$ cat src/rtl/alarm_pkg.sv
// Shared types and constants for the alarm setting block.
// BCD digit, editor state, 24h limits and the packed hh:mm bundle.
package alarm_pkg;

    typedef logic [3:0] bcd_t;

    typedef enum logic [1:0] {
        IDLE      = 2'd0,
        EDIT_HOUR = 2'd1,
        EDIT_MIN  = 2'd2
    } edit_state_t;

    localparam int unsigned MAX_HOUR = 23;
    localparam int unsigned MAX_MIN  = 59;

    // Digit-wise limits used by the BCD adder.
    localparam bcd_t MAX_HOUR_DEC = 4'(MAX_HOUR / 10);
    localparam bcd_t MAX_HOUR_ONE = 4'(MAX_HOUR % 10);
    localparam bcd_t MAX_MIN_DEC  = 4'(MAX_MIN / 10);

    typedef struct packed {
        bcd_t hourdec;
        bcd_t hourone;
        bcd_t mindec;
        bcd_t minone;
    } hhmm_t;

    // Binary hour/minute to BCD; used for the reset constant.
    function automatic hhmm_t to_hhmm(
        input int unsigned h,
        input int unsigned m
    );
        hhmm_t t;
        t.hourdec = 4'(h / 10);
        t.hourone = 4'(h % 10);
        t.mindec  = 4'(m / 10);
        t.minone  = 4'(m % 10);
        return t;
    endfunction

endpackage

$ cat src/rtl/bcd_time_add.sv
// Combinational BCD hh:mm adder: adds 0..9 minutes (optionally carrying
// into the hour) and/or one hour; the result wraps at 59 min / 23 h.
// Ports: t_in, min_inc, hour_carry_en, hour_inc -> t_out.
module bcd_time_add
    import alarm_pkg::*;
(
    input  hhmm_t t_in,
    input  bcd_t  min_inc,
    input  logic  hour_carry_en,
    input  logic  hour_inc,
    output hhmm_t t_out
);

    logic [4:0] one_sum;
    bcd_t       dec_sum;
    logic       min_wrap;
    logic       hour_step;

    always_comb begin
        t_out   = t_in;
        one_sum = {1'b0, t_in.minone} + {1'b0, min_inc};
        dec_sum = t_in.mindec;

        // Minute ones digit, carry into tens.
        if (one_sum >= 5'd10) begin
            t_out.minone = 4'(one_sum - 5'd10);
            dec_sum      = t_in.mindec + 4'd1;
        end else begin
            t_out.minone = one_sum[3:0];
        end

        // Minute tens past 5 means the minute rolled over 59.
        min_wrap     = (dec_sum > MAX_MIN_DEC);
        t_out.mindec = min_wrap ? 4'd0 : dec_sum;

        hour_step = hour_inc | (hour_carry_en & min_wrap);

        if (hour_step) begin
            if (t_in.hourdec == MAX_HOUR_DEC &&
                t_in.hourone == MAX_HOUR_ONE) begin
                t_out.hourdec = 4'd0;
                t_out.hourone = 4'd0;
            end else if (t_in.hourone == 4'd9) begin
                t_out.hourdec = t_in.hourdec + 4'd1;
                t_out.hourone = 4'd0;
            end else begin
                t_out.hourone = t_in.hourone + 4'd1;
            end
        end
    end

endmodule

$ cat src/rtl/alarm_setter.sv
// Alarm time editor: edit hours then minutes, arm/disarm, and snooze.
// Ports: clk_sec/rstn; btn_* pulses, aud_en in; *_bud, bud_on, disp_*,
// edit_state out (all registered).
module alarm_setter
    import alarm_pkg::*;
#(
    parameter int unsigned RST_HOUR    = 7,
    parameter int unsigned RST_MIN     = 0,
    parameter int unsigned TIMEOUT_SEC = 30,
    parameter int unsigned SNOOZE_MIN  = 5
) (
    input  logic       clk_sec,
    input  logic       rstn,
    input  logic       btn_mode,
    input  logic       btn_inc,
    input  logic       btn_alarm,
    input  logic       btn_snooze,
    input  logic       aud_en,
    output logic [3:0] hourdec_bud,
    output logic [3:0] hourone_bud,
    output logic [3:0] mindec_bud,
    output logic [3:0] minone_bud,
    output logic       bud_on,
    output logic [3:0] disp_hourdec,
    output logic [3:0] disp_hourone,
    output logic [3:0] disp_mindec,
    output logic [3:0] disp_minone,
    output logic [1:0] edit_state
);

    localparam hhmm_t      RST_TIME = to_hhmm(RST_HOUR, RST_MIN);
    localparam logic [7:0] TMO_LAST = 8'(TIMEOUT_SEC - 1);
    localparam bcd_t       SNZ_INC  = 4'(SNOOZE_MIN);

    edit_state_t state_q,  state_d;
    hhmm_t       commit_q, commit_d;
    hhmm_t       shadow_q, shadow_d;
    hhmm_t       disp_q,   disp_d;
    logic        bud_on_q, bud_on_d;
    logic [7:0]  tmo_q,    tmo_d;

    hhmm_t add_src;
    bcd_t  add_min;
    logic  add_carry;
    logic  add_hour;
    hhmm_t add_sum;

    logic edit_btn;
    logic tmo_hit;

    // One adder serves all three paths; the state picks the operands
    // because only one path can be active in any state.
    always_comb begin
        add_src   = shadow_q;
        add_min   = 4'd0;
        add_carry = 1'b0;
        add_hour  = 1'b0;
        unique case (state_q)
            IDLE: begin
                add_src   = commit_q;
                add_min   = SNZ_INC;
                add_carry = 1'b1;
            end
            EDIT_HOUR: add_hour = 1'b1;
            EDIT_MIN:  add_min  = 4'd1;
            default: ;
        endcase
    end

    bcd_time_add u_add (
        .t_in          (add_src),
        .min_inc       (add_min),
        .hour_carry_en (add_carry),
        .hour_inc      (add_hour),
        .t_out         (add_sum)
    );

    assign edit_btn = btn_mode | btn_inc;
    assign tmo_hit  = (tmo_q == TMO_LAST) && !edit_btn;

    always_comb begin
        state_d  = state_q;
        commit_d = commit_q;
        shadow_d = shadow_q;
        bud_on_d = bud_on_q;
        tmo_d    = edit_btn ? 8'd0 : tmo_q + 8'd1;

        unique case (state_q)
            IDLE: begin
                tmo_d = 8'd0;
                if (btn_mode) begin
                    state_d  = EDIT_HOUR;
                    shadow_d = commit_q;
                end else if (btn_alarm) begin
                    bud_on_d = ~bud_on_q;
                end else if (btn_snooze && aud_en && bud_on_q) begin
                    commit_d = add_sum;
                end
            end
            EDIT_HOUR: begin
                if (btn_mode) begin
                    state_d = EDIT_MIN;
                end else if (btn_inc) begin
                    shadow_d = add_sum;
                end else if (tmo_hit) begin
                    state_d  = IDLE;
                    shadow_d = commit_q;
                    tmo_d    = 8'd0;
                end
            end
            EDIT_MIN: begin
                if (btn_mode) begin
                    state_d  = IDLE;
                    commit_d = shadow_q;
                    bud_on_d = 1'b1;
                end else if (btn_inc) begin
                    shadow_d = add_sum;
                end else if (tmo_hit) begin
                    state_d  = IDLE;
                    shadow_d = commit_q;
                    tmo_d    = 8'd0;
                end
            end
            default: begin
                state_d  = IDLE;
                shadow_d = commit_q;
                tmo_d    = 8'd0;
            end
        endcase

        // Display follows the state being entered so it stays registered.
        disp_d = (state_d == IDLE) ? commit_d : shadow_d;
    end

    always_ff @(posedge clk_sec or negedge rstn) begin
        if (!rstn) begin
            state_q  <= IDLE;
            commit_q <= RST_TIME;
            shadow_q <= RST_TIME;
            disp_q   <= RST_TIME;
            bud_on_q <= 1'b0;
            tmo_q    <= 8'd0;
        end else begin
            state_q  <= state_d;
            commit_q <= commit_d;
            shadow_q <= shadow_d;
            disp_q   <= disp_d;
            bud_on_q <= bud_on_d;
            tmo_q    <= tmo_d;
        end
    end

    assign hourdec_bud  = commit_q.hourdec;
    assign hourone_bud  = commit_q.hourone;
    assign mindec_bud   = commit_q.mindec;
    assign minone_bud   = commit_q.minone;
    assign bud_on       = bud_on_q;
    assign disp_hourdec = disp_q.hourdec;
    assign disp_hourone = disp_q.hourone;
    assign disp_mindec  = disp_q.mindec;
    assign disp_minone  = disp_q.minone;
    assign edit_state   = state_q;

endmodule
$ cat config.mk
export PLATFORM = sky130hd
export DESIGN_NAME = alarm_setter
export DESIGN_NICKNAME = d
export VERILOG_FILES = /design/src/rtl/alarm_pkg.sv /design/src/rtl/bcd_time_add.sv /design/src/rtl/alarm_setter.sv
export SDC_FILE = /design/constraint.sdc
export NUM_CORES = 1
export LEC_CHECK = 0
export ABC_AREA = 1
export CORE_MARGIN = 2
export CORE_UTILIZATION = 40
export CTS_CLUSTER_DIAMETER = 60
export DETAILED_ROUTE_END_ITERATION = 10
export MAX_ROUTING_LAYER = met4
export PLACE_DENSITY_LB_ADDON = 0.12
export SLEW_MARGIN = 20
export SYNTH_ARGS = -nofsm -noshare
export SYNTH_HDL_FRONTEND = slang
export SYNTH_SLANG_ARGS = --single-unit
$ cat constraint.sdc
create_clock -name clk_sec -period 3.75 [get_ports clk_sec]
set_clock_uncertainty 0.1 [all_clocks]
set_input_delay 0.5625 -clock clk_sec [delete_from_list [all_inputs] [get_ports clk_sec]]
set_output_delay 0.5625 -clock clk_sec [all_outputs]
set_load 0.01 [all_outputs]
==> reports/results.tsv, run 1 <==
stage	metric	value	unit
outcome	run_status	complete, no violations	
clocking	tritoncts_num_sinks	59	
global_route	grt_antenna_before_repair	0	
floorplan	initial_core_util	41.3	%
synthesis	post_synth_num_cell_types	44	
cells_and_area	nNetsFinal	714	
synthesis	syn-instance-count	647	
floorplan	fp-row-count	38	
placed_design	gp_congestion	0.935	
synthesis	synth_largest_type_area_fraction	27.7	%
cells_and_area	multi_input_comb_area	2600	um2
global_route	grt_start_max_net_pins	29	
timing	accumulated_negative_setup_slack	0	ps
critical_path	worstPathMaxFanout	15	
clocking	clkTransAtPathRegs	60	ps
critical_path	path_class	flop to flop	
clocking	htreeDepth	3	
floorplan	core_area	10900	um2
placed_design	port_buffers	41	
synthesis	synth-edff-count	0	
clocking	clockBufferDepth	2	
detailed_routing	drt_drc_violations_left	0	
global_route	global_route.usage.total	24.8	%
cells_and_area	commonest_cells_after_routing_fill_and_taps_aside	174 x sky130_fd_sc_hd__nand2_1, 67 x sky130_fd_sc_hd__inv_1, 48 x sky130_fd_sc_hd__nor2_1, 48 x sky130_fd_sc_hd__dfrtp_1, 41 x sky130_fd_sc_hd__nand3_1	
clocking	cts_hold_buffers	0	
timing	rsz0062_at_grt	no	
floorplan	die_w	110	um
synthesis	synth_sequential_area_ratio	32.9	%
floorplan	die-height	110	um
critical_path	cp_data_required_time	3870	ps
hold_path	kind_of_path_behind_the_tightest_hold_check	input pin to async pin	
cells_and_area	final-seq-area	1490	um2
synthesis	ys.warnings.count	0	
detailed_routing	routed_wire_length_per_instance	16.1	um
synthesis	avgSynthCellArea	6.99	um2
global_route	grt_pass1_vias	4379	
placed_design	hpwl	9340	um
critical_path	critPathMostFrequentCell	sky130_fd_sc_hd__nand2_1	
detailed_routing	finalWirelength	13500	um
cells_and_area	nFillCells	1062	
timing	slew_headroom	50.6	%
critical_path	type_of_destination_of_the_critical_path	flop	
global_route	grt_first_pass_wirelength	22300	um
detailed_routing	vias_per_cell	5.38	
floorplan	die-area	12200	um2
timing	fmax	0.293	GHz
cells_and_area	layout.cells.most_common	sky130_fd_sc_hd__nand2_1	
clocking	clk_root_buffer_cell	sky130_fd_sc_hd__clkbuf_16	
synthesis	synth_largest_area_cell	sky130_fd_sc_hd__dfrtp_1	
global_route	global_route.overflow_total	0	
timing	finalWorstPathRequiredPeriod	3420	ps
detailed_routing	vias	4513	
timing	timing.final.max_slew_violations	0	
job	cap_violations	0	
timing	final-hold-violation-count	0	
critical_path	critPathMaxStageDelay	430	ps
detailed_routing	drtAntennaViolNets	0	
timing	min_period_over_period	91.1	%
synthesis	synth_top_cells_by_area	sky130_fd_sc_hd__dfrtp_1 28%, sky130_fd_sc_hd__nand2_1 15%, sky130_fd_sc_hd__inv_1 5.6%	
critical_path	cp-start-kind	flop	
clocking	tritoncts_clock_tree	built	
detailed_routing	detailedRoute.firstPassIterationCount	5	
timing	timing_worst_slew_pin_value	740	ps
clocking	numCtsBuffers	9	
synthesis	synth-async-reset-ratio	100	%
critical_path	crit_path_top_delay_cell	sky130_fd_sc_hd__dfrtp_2	
cells_and_area	diodes	0	
cells_and_area	layout-drive-gt1-share	13.6	%
floorplan	pin_count	42	
clocking	worst_skew_pair.late_latency	330	ps
timing	finalSetupViolCount	0	
synthesis	synth_nets	667	
synthesis	synthesis.area	4520	um2
cells_and_area	flow.area_growth_from_synthesis	20.2	%
detailed_routing	detailedRoute.firstIterationViolations	318	
synthesis	ys_seq_elements	59	
critical_path	worst_ep_arrival_time	3540	ps
synthesis	synth-main-ff-cell	sky130_fd_sc_hd__dfrtp_1	
## repair_timing
item | in CTS | in global routing
setup endpoints to repair | 0 | 13
setup buffers | 0 | 1
resized for setup | 0 | 6
hold endpoints to repair | 0 | 0
## stage by stage
stage / area [um2] / hold WS [ps] / util, % / setup slack [ps] / instances
4_1_cts: 5410 / 115 / 49.5 / 252 / 838
2_1_floorplan: 4520 / 167 / - / 277 / 647
3_5_place_dp: 5120 / 416 / 46.8 / 277 / 822
5_1_grt: 5430 / 139 / 49.7 / 7.73 / 839
6_report: 5430 / 112 / 49.7 / 333 / 839
3_3_place_gp: 5120 / 389 / 46.8 / 396 / 822
## cells by family (layout without fill, tap and decap cells)
| family | after synthesis | count (layout) | synth area share, % |
|---|---|---|---|
| AOI/OAI and AO/OA | 154 | 154 | 21.2 |
| and+or+nand+nor | 307 | 307 | 30.8 |
| DFF | 59 | 59 | 32.9 |
| adders and majority gates | 13 | 13 | 3.60 |
| buffers and inverters | 105 | 157 | 9.75 |
| xor gates and xnor gates | 9 | 9 | 1.74 |
## worst paths after layout
check	cells after the start	from	slack [ps]	end
min in group clk_sec	1	tmo_q[0]	410	tmo_q[0]
worst min register to register	1	tmo_q[0]	410	tmo_q[0]
worst min-delay path	1	rstn	110	tmo_q[0]
worst max register to register	27	edit_state[0]	330	disp_hourdec[2]
worst max-delay path	27	edit_state[0]	330	disp_hourdec[2]
max in group asynchronous	2	rstn	2700	shadow_q[10]
## worst max-delay path, delay by kind of cell (launching register included)
family	cells	cell delay, ps
AND/OR/NAND/NOR	20	1660
adder cells (fa/ha/maj)	3	680
flip-flops	1	430
buffers and inverters	4	420
## metal layers
metal | vias up | part of all wire, % | wire [um] | track usage [%]
met2 | 168 | 44 | 5950 | 36.8
met5 | - | 0 | 0 | -
met1 | 2089 | 48 | 6430 | 33.2
met4 | 0 | 1.8 | 238 | 9.91
met3 | 23 | 6.4 | 865 | 5.06
li1 | 2233 | - | - | -
## state kept, by name (all words and copies together), names as in the netlist, 2 cells and up
| signal | cells |
|---|---|
| shadow_q | 16 |
| tmo_q | 8 |
| disp_hourdec | 4 |
| disp_hourone | 4 |
| disp_mindec | 4 |
| disp_minone | 4 |
| hourdec_bud | 4 |
| hourone_bud | 4 |
| mindec_bud | 4 |
| minone_bud | 4 |
| edit_state | 2 |
## synthesized netlist by cell type (4+ instances only)
library cell               count
sky130_fd_sc_hd__clkbuf_1     15
sky130_fd_sc_hd__a22oi_1       8
sky130_fd_sc_hd__inv_1        68
sky130_fd_sc_hd__a21boi_1     16
sky130_fd_sc_hd__buf_2         4
sky130_fd_sc_hd__nand2_1     175
sky130_fd_sc_hd__inv_2         7
sky130_fd_sc_hd__dfrtp_1      50
sky130_fd_sc_hd__nor2_1       49
sky130_fd_sc_hd__nand3_2       4
sky130_fd_sc_hd__buf_6         4
sky130_fd_sc_hd__a221oi_1     15
sky130_fd_sc_hd__ha_1         13
sky130_fd_sc_hd__dfstp_2       9
sky130_fd_sc_hd__nand2_2      17
sky130_fd_sc_hd__o21ai_1      11
sky130_fd_sc_hd__o221ai_1      5
sky130_fd_sc_hd__a21oi_1      38
sky130_fd_sc_hd__xnor2_1       6
sky130_fd_sc_hd__a211oi_1     12
sky130_fd_sc_hd__o21ai_0      40
sky130_fd_sc_hd__nand3_1      41
sky130_fd_sc_hd__o211ai_1      6
## area by class of cell
cell class,count,share of cell area (%)
clock inverters,5,0.968
well taps,140,3.23
flip-flops and latches,59,27.4
multi-input cells,483,47.9
inverters,79,5.60
clock buffers,11,4.47
repair buffers,62,10.4
Power of run 1 is left out: the tool's default activity adds up to more than one toggle a clock period on the data nets, which glitch-free logic cannot reach.
==> run 2: changes to the inputs <==
--- a/config.mk
+++ b/config.mk
@@ -6,13 +6,13 @@
 export NUM_CORES = 1
 export LEC_CHECK = 0
 export ABC_AREA = 1
+export ABC_CLOCK_PERIOD_IN_PS = 3750
 export CORE_MARGIN = 2
 export CORE_UTILIZATION = 40
 export CTS_CLUSTER_DIAMETER = 60
 export DETAILED_ROUTE_END_ITERATION = 10
 export MAX_ROUTING_LAYER = met4
 export PLACE_DENSITY_LB_ADDON = 0.12
-export SLEW_MARGIN = 20
 export SYNTH_ARGS = -nofsm -noshare
 export SYNTH_HDL_FRONTEND = slang
 export SYNTH_SLANG_ARGS = --single-unit
==> results of run 2 <==
No change in the layout: final DEF, timing and power equal those of run 1.
Power of run 2 is left out for the same reason.
==> run 3: changes to the inputs <==
--- a/config.mk
+++ b/config.mk
@@ -7,7 +7,6 @@
 export LEC_CHECK = 0
 export ABC_AREA = 1
 export ABC_CLOCK_PERIOD_IN_PS = 3750
-export CORE_MARGIN = 2
 export CORE_UTILIZATION = 40
 export CTS_CLUSTER_DIAMETER = 60
 export DETAILED_ROUTE_END_ITERATION = 10
==> run 3 against run 2 <==
Against the previous run:
- core utilization is essentially flat
- die area decreased by 3.6%
- sequential share of layout area is 0.059 points lower
- via count is 1.2% higher
==> reports/results.tsv, run 3 (synthesis results as in run 1) <==
stage	metric	value	unit	change
cells_and_area	design_area	5430	um2	about the same
cells_and_area	layout-drive-gt1-share	13.0	%	-0.55 points
job	cap_violations	0		unchanged
global_route	global_route.usage.total	25.6	%	+0.77 points
timing	timing_worst_slew_pin_value	1030	ps	+287 ps
placed_design	gp_congestion	0.925		-1.0%
timing	timing.final.max_slew_violations	0		unchanged
cells_and_area	biggestRegsByFlops	shadow_q: 16 flops, tmo_q: 8 flops		
clocking	clockBufferDepth	2		unchanged
placed_design	port_buffers	41		unchanged
detailed_routing	detailedRoute.firstPassIterationCount	5		unchanged
detailed_routing	vias_per_cell	5.45		+1.4%
clocking	clkTransAtPathRegs	50	ps	about the same
floorplan	fp-row-count	38		unchanged
cells_and_area	nNetsFinal	713		-0.14%
global_route	grtUsageMet3	4.40	%	-0.66 points
floorplan	core_area	10900	um2	unchanged
clocking	clk_root_buffer_cell	sky130_fd_sc_hd__clkbuf_16		
critical_path	path_class	flop to flop		
timing	fmax	0.289	GHz	-1.1%
detailed_routing	vias	4569		+1.2%
detailed_routing	finalWirelength	13400	um	-0.47%
detailed_routing	detailedRoute.firstIterationViolations	299		-6.0%
cells_and_area	commonest_cells_after_routing_fill_and_taps_aside	175 x sky130_fd_sc_hd__nand2_1, 68 x sky130_fd_sc_hd__inv_1, 50 x sky130_fd_sc_hd__dfrtp_1		
cells_and_area	nFillCells	1092		+2.8%
cells_and_area	flow.area_growth_from_synthesis	20.2	%	about the same
cells_and_area	diodes	0		unchanged
clocking	worst_skew_pair.late_latency	340	ps	about the same
floorplan	initial_core_util	41.3	%	unchanged
cells_and_area	top_register	shadow_q		
timing	accumulated_negative_setup_slack	0	ps	unchanged
global_route	top_usage_layer	met2		
detailed_routing	routed_wire_length_per_instance	16.0	um	-0.35%
outcome	run_status	complete, no violations		
global_route	grt_first_pass_wirelength	22100	um	-1.1%
critical_path	cp_data_required_time	3880	ps	about the same
clocking	tritoncts_num_sinks	59		unchanged
floorplan	die-area	11700	um2	-3.6%
global_route	grt_pass1_vias	4324		-1.3%
cells_and_area	layout.cells.most_common	sky130_fd_sc_hd__nand2_1		
clocking	tritoncts_clock_tree	built		
placed_design	hpwl	9170	um	-1.8%
timing	finalWorstPathRequiredPeriod	3460	ps	+38.5 ps
floorplan	pin_count	42		unchanged
timing	final-hold-violation-count	0		unchanged
timing	min_period_over_period	92.1	%	+1.0 points
critical_path	worst_ep_arrival_time	3580	ps	+40 ps
global_route	grt_start_max_net_pins	44		+52%
critical_path	type_of_destination_of_the_critical_path	flop		
hold_path	kind_of_path_behind_the_tightest_hold_check	input pin to async pin		
timing	slew_headroom	31.6	%	-19 points
critical_path	worstPathMaxFanout	9		-6
cells_and_area	largest_reg_flops	16		unchanged
detailed_routing	drtAntennaViolNets	0		unchanged
global_route	use_met2	37.9	%	+1.0 points
global_route	use_met1	34.0	%	+0.85 points
global_route	global_route.overflow_total	0		unchanged
placed_design	dpl_cell_area	5110	um2	-0.15%
timing	finalSetupViolCount	0		unchanged
floorplan	die_w	108	um	-1.8%
clocking	numCtsBuffers	9		unchanged
floorplan	die-height	108	um	-1.8%
critical_path	cp-start-kind	flop		
global_route	grt_antenna_before_repair	0		unchanged
detailed_routing	drt_drc_violations_left	0		unchanged
timing	rsz0062_at_grt	no		
clocking	cts_hold_buffers	0		unchanged
clocking	htreeDepth	3		unchanged
## run 3: metal layers
| layer | part of all wire (%) | wire length (um) |
|---|---|---|
| met2 | 44 | 5940 |
| met1 | 47 | 6330 |
| met4 | 2.3 | 303 |
| met5 | 0 | 0 |
| met3 | 6.3 | 843 |
## run 3: layout make-up
class / count / area (um2) / share of cell area, %
timing repair buffer: 61 / 556 / 10.2
inverter: 79 / 304 / 5.60
tap: 140 / 175 / 3.22
clock buffer: 12 / 267 / 4.91
clock inverter: 4 / 47.5 / 0.875
sequential: 59 / 1490 / 27.4
multi-input combinational: 483 / 2600 / 47.8
## run 3: worst paths after layout
check	startpoint	slack [ps]	end	cells past startpoint
worst max-delay path	edit_state[1]	290	disp_hourdec[2]	26
worst min-delay path	rstn	310	disp_minone[2]	1
worst max register to register	edit_state[1]	290	disp_hourdec[2]	26
worst min register to register	tmo_q[0]	400	tmo_q[0]	1
max in group asynchronous	rstn	2370	shadow_q[9]	2
min in group clk_sec	tmo_q[0]	400	tmo_q[0]	1
## run 3: critical path: stages, from the launching register on
cell	delay [ps]
sky130_fd_sc_hd__dfrtp_1	410
sky130_fd_sc_hd__inv_1	100
sky130_fd_sc_hd__ha_2	220
sky130_fd_sc_hd__nor2_2	100
sky130_fd_sc_hd__inv_1	110
sky130_fd_sc_hd__ha_1	240
sky130_fd_sc_hd__ha_1	220
sky130_fd_sc_hd__inv_1	60
sky130_fd_sc_hd__nand3_1	80
sky130_fd_sc_hd__and2_1	180
sky130_fd_sc_hd__ha_1	190
sky130_fd_sc_hd__nand2_1	110
sky130_fd_sc_hd__nand3_4	100
sky130_fd_sc_hd__nand2_4	110
sky130_fd_sc_hd__nand2_1	60
sky130_fd_sc_hd__nand2_1	90
sky130_fd_sc_hd__nand2_2	70
sky130_fd_sc_hd__nand2_4	90
sky130_fd_sc_hd__nand2_8	90
sky130_fd_sc_hd__nand2_8	110
sky130_fd_sc_hd__nand2_2	50
sky130_fd_sc_hd__nand2_1	90
sky130_fd_sc_hd__nand2_1	60
sky130_fd_sc_hd__nand2_1	80
sky130_fd_sc_hd__nand2_1	50
sky130_fd_sc_hd__nand3_1	70
sky130_fd_sc_hd__nand2_1	60
## run 3: through the flow
step           std cells  hold WS (ps)  utilization [%]  setup slack [ps]
2_1_floorplan        647           167                -               277
3_3_place_gp         821           390             46.7               395
3_5_place_dp         821           400             46.7               279
4_1_cts              837           340             49.6               249
5_1_grt              838           386             49.7              36.4
6_report             838           308             49.7               295
## run 3: what timing repair did
action / 4_1_cts / 5_1_grt
setup endpoints to repair: 0 / 9
setup buffers: 0 / 1
gates resized for setup: 0 / 1
hold endpoints to repair: 0 / 0
Power of run 3 is left out for the same reason.
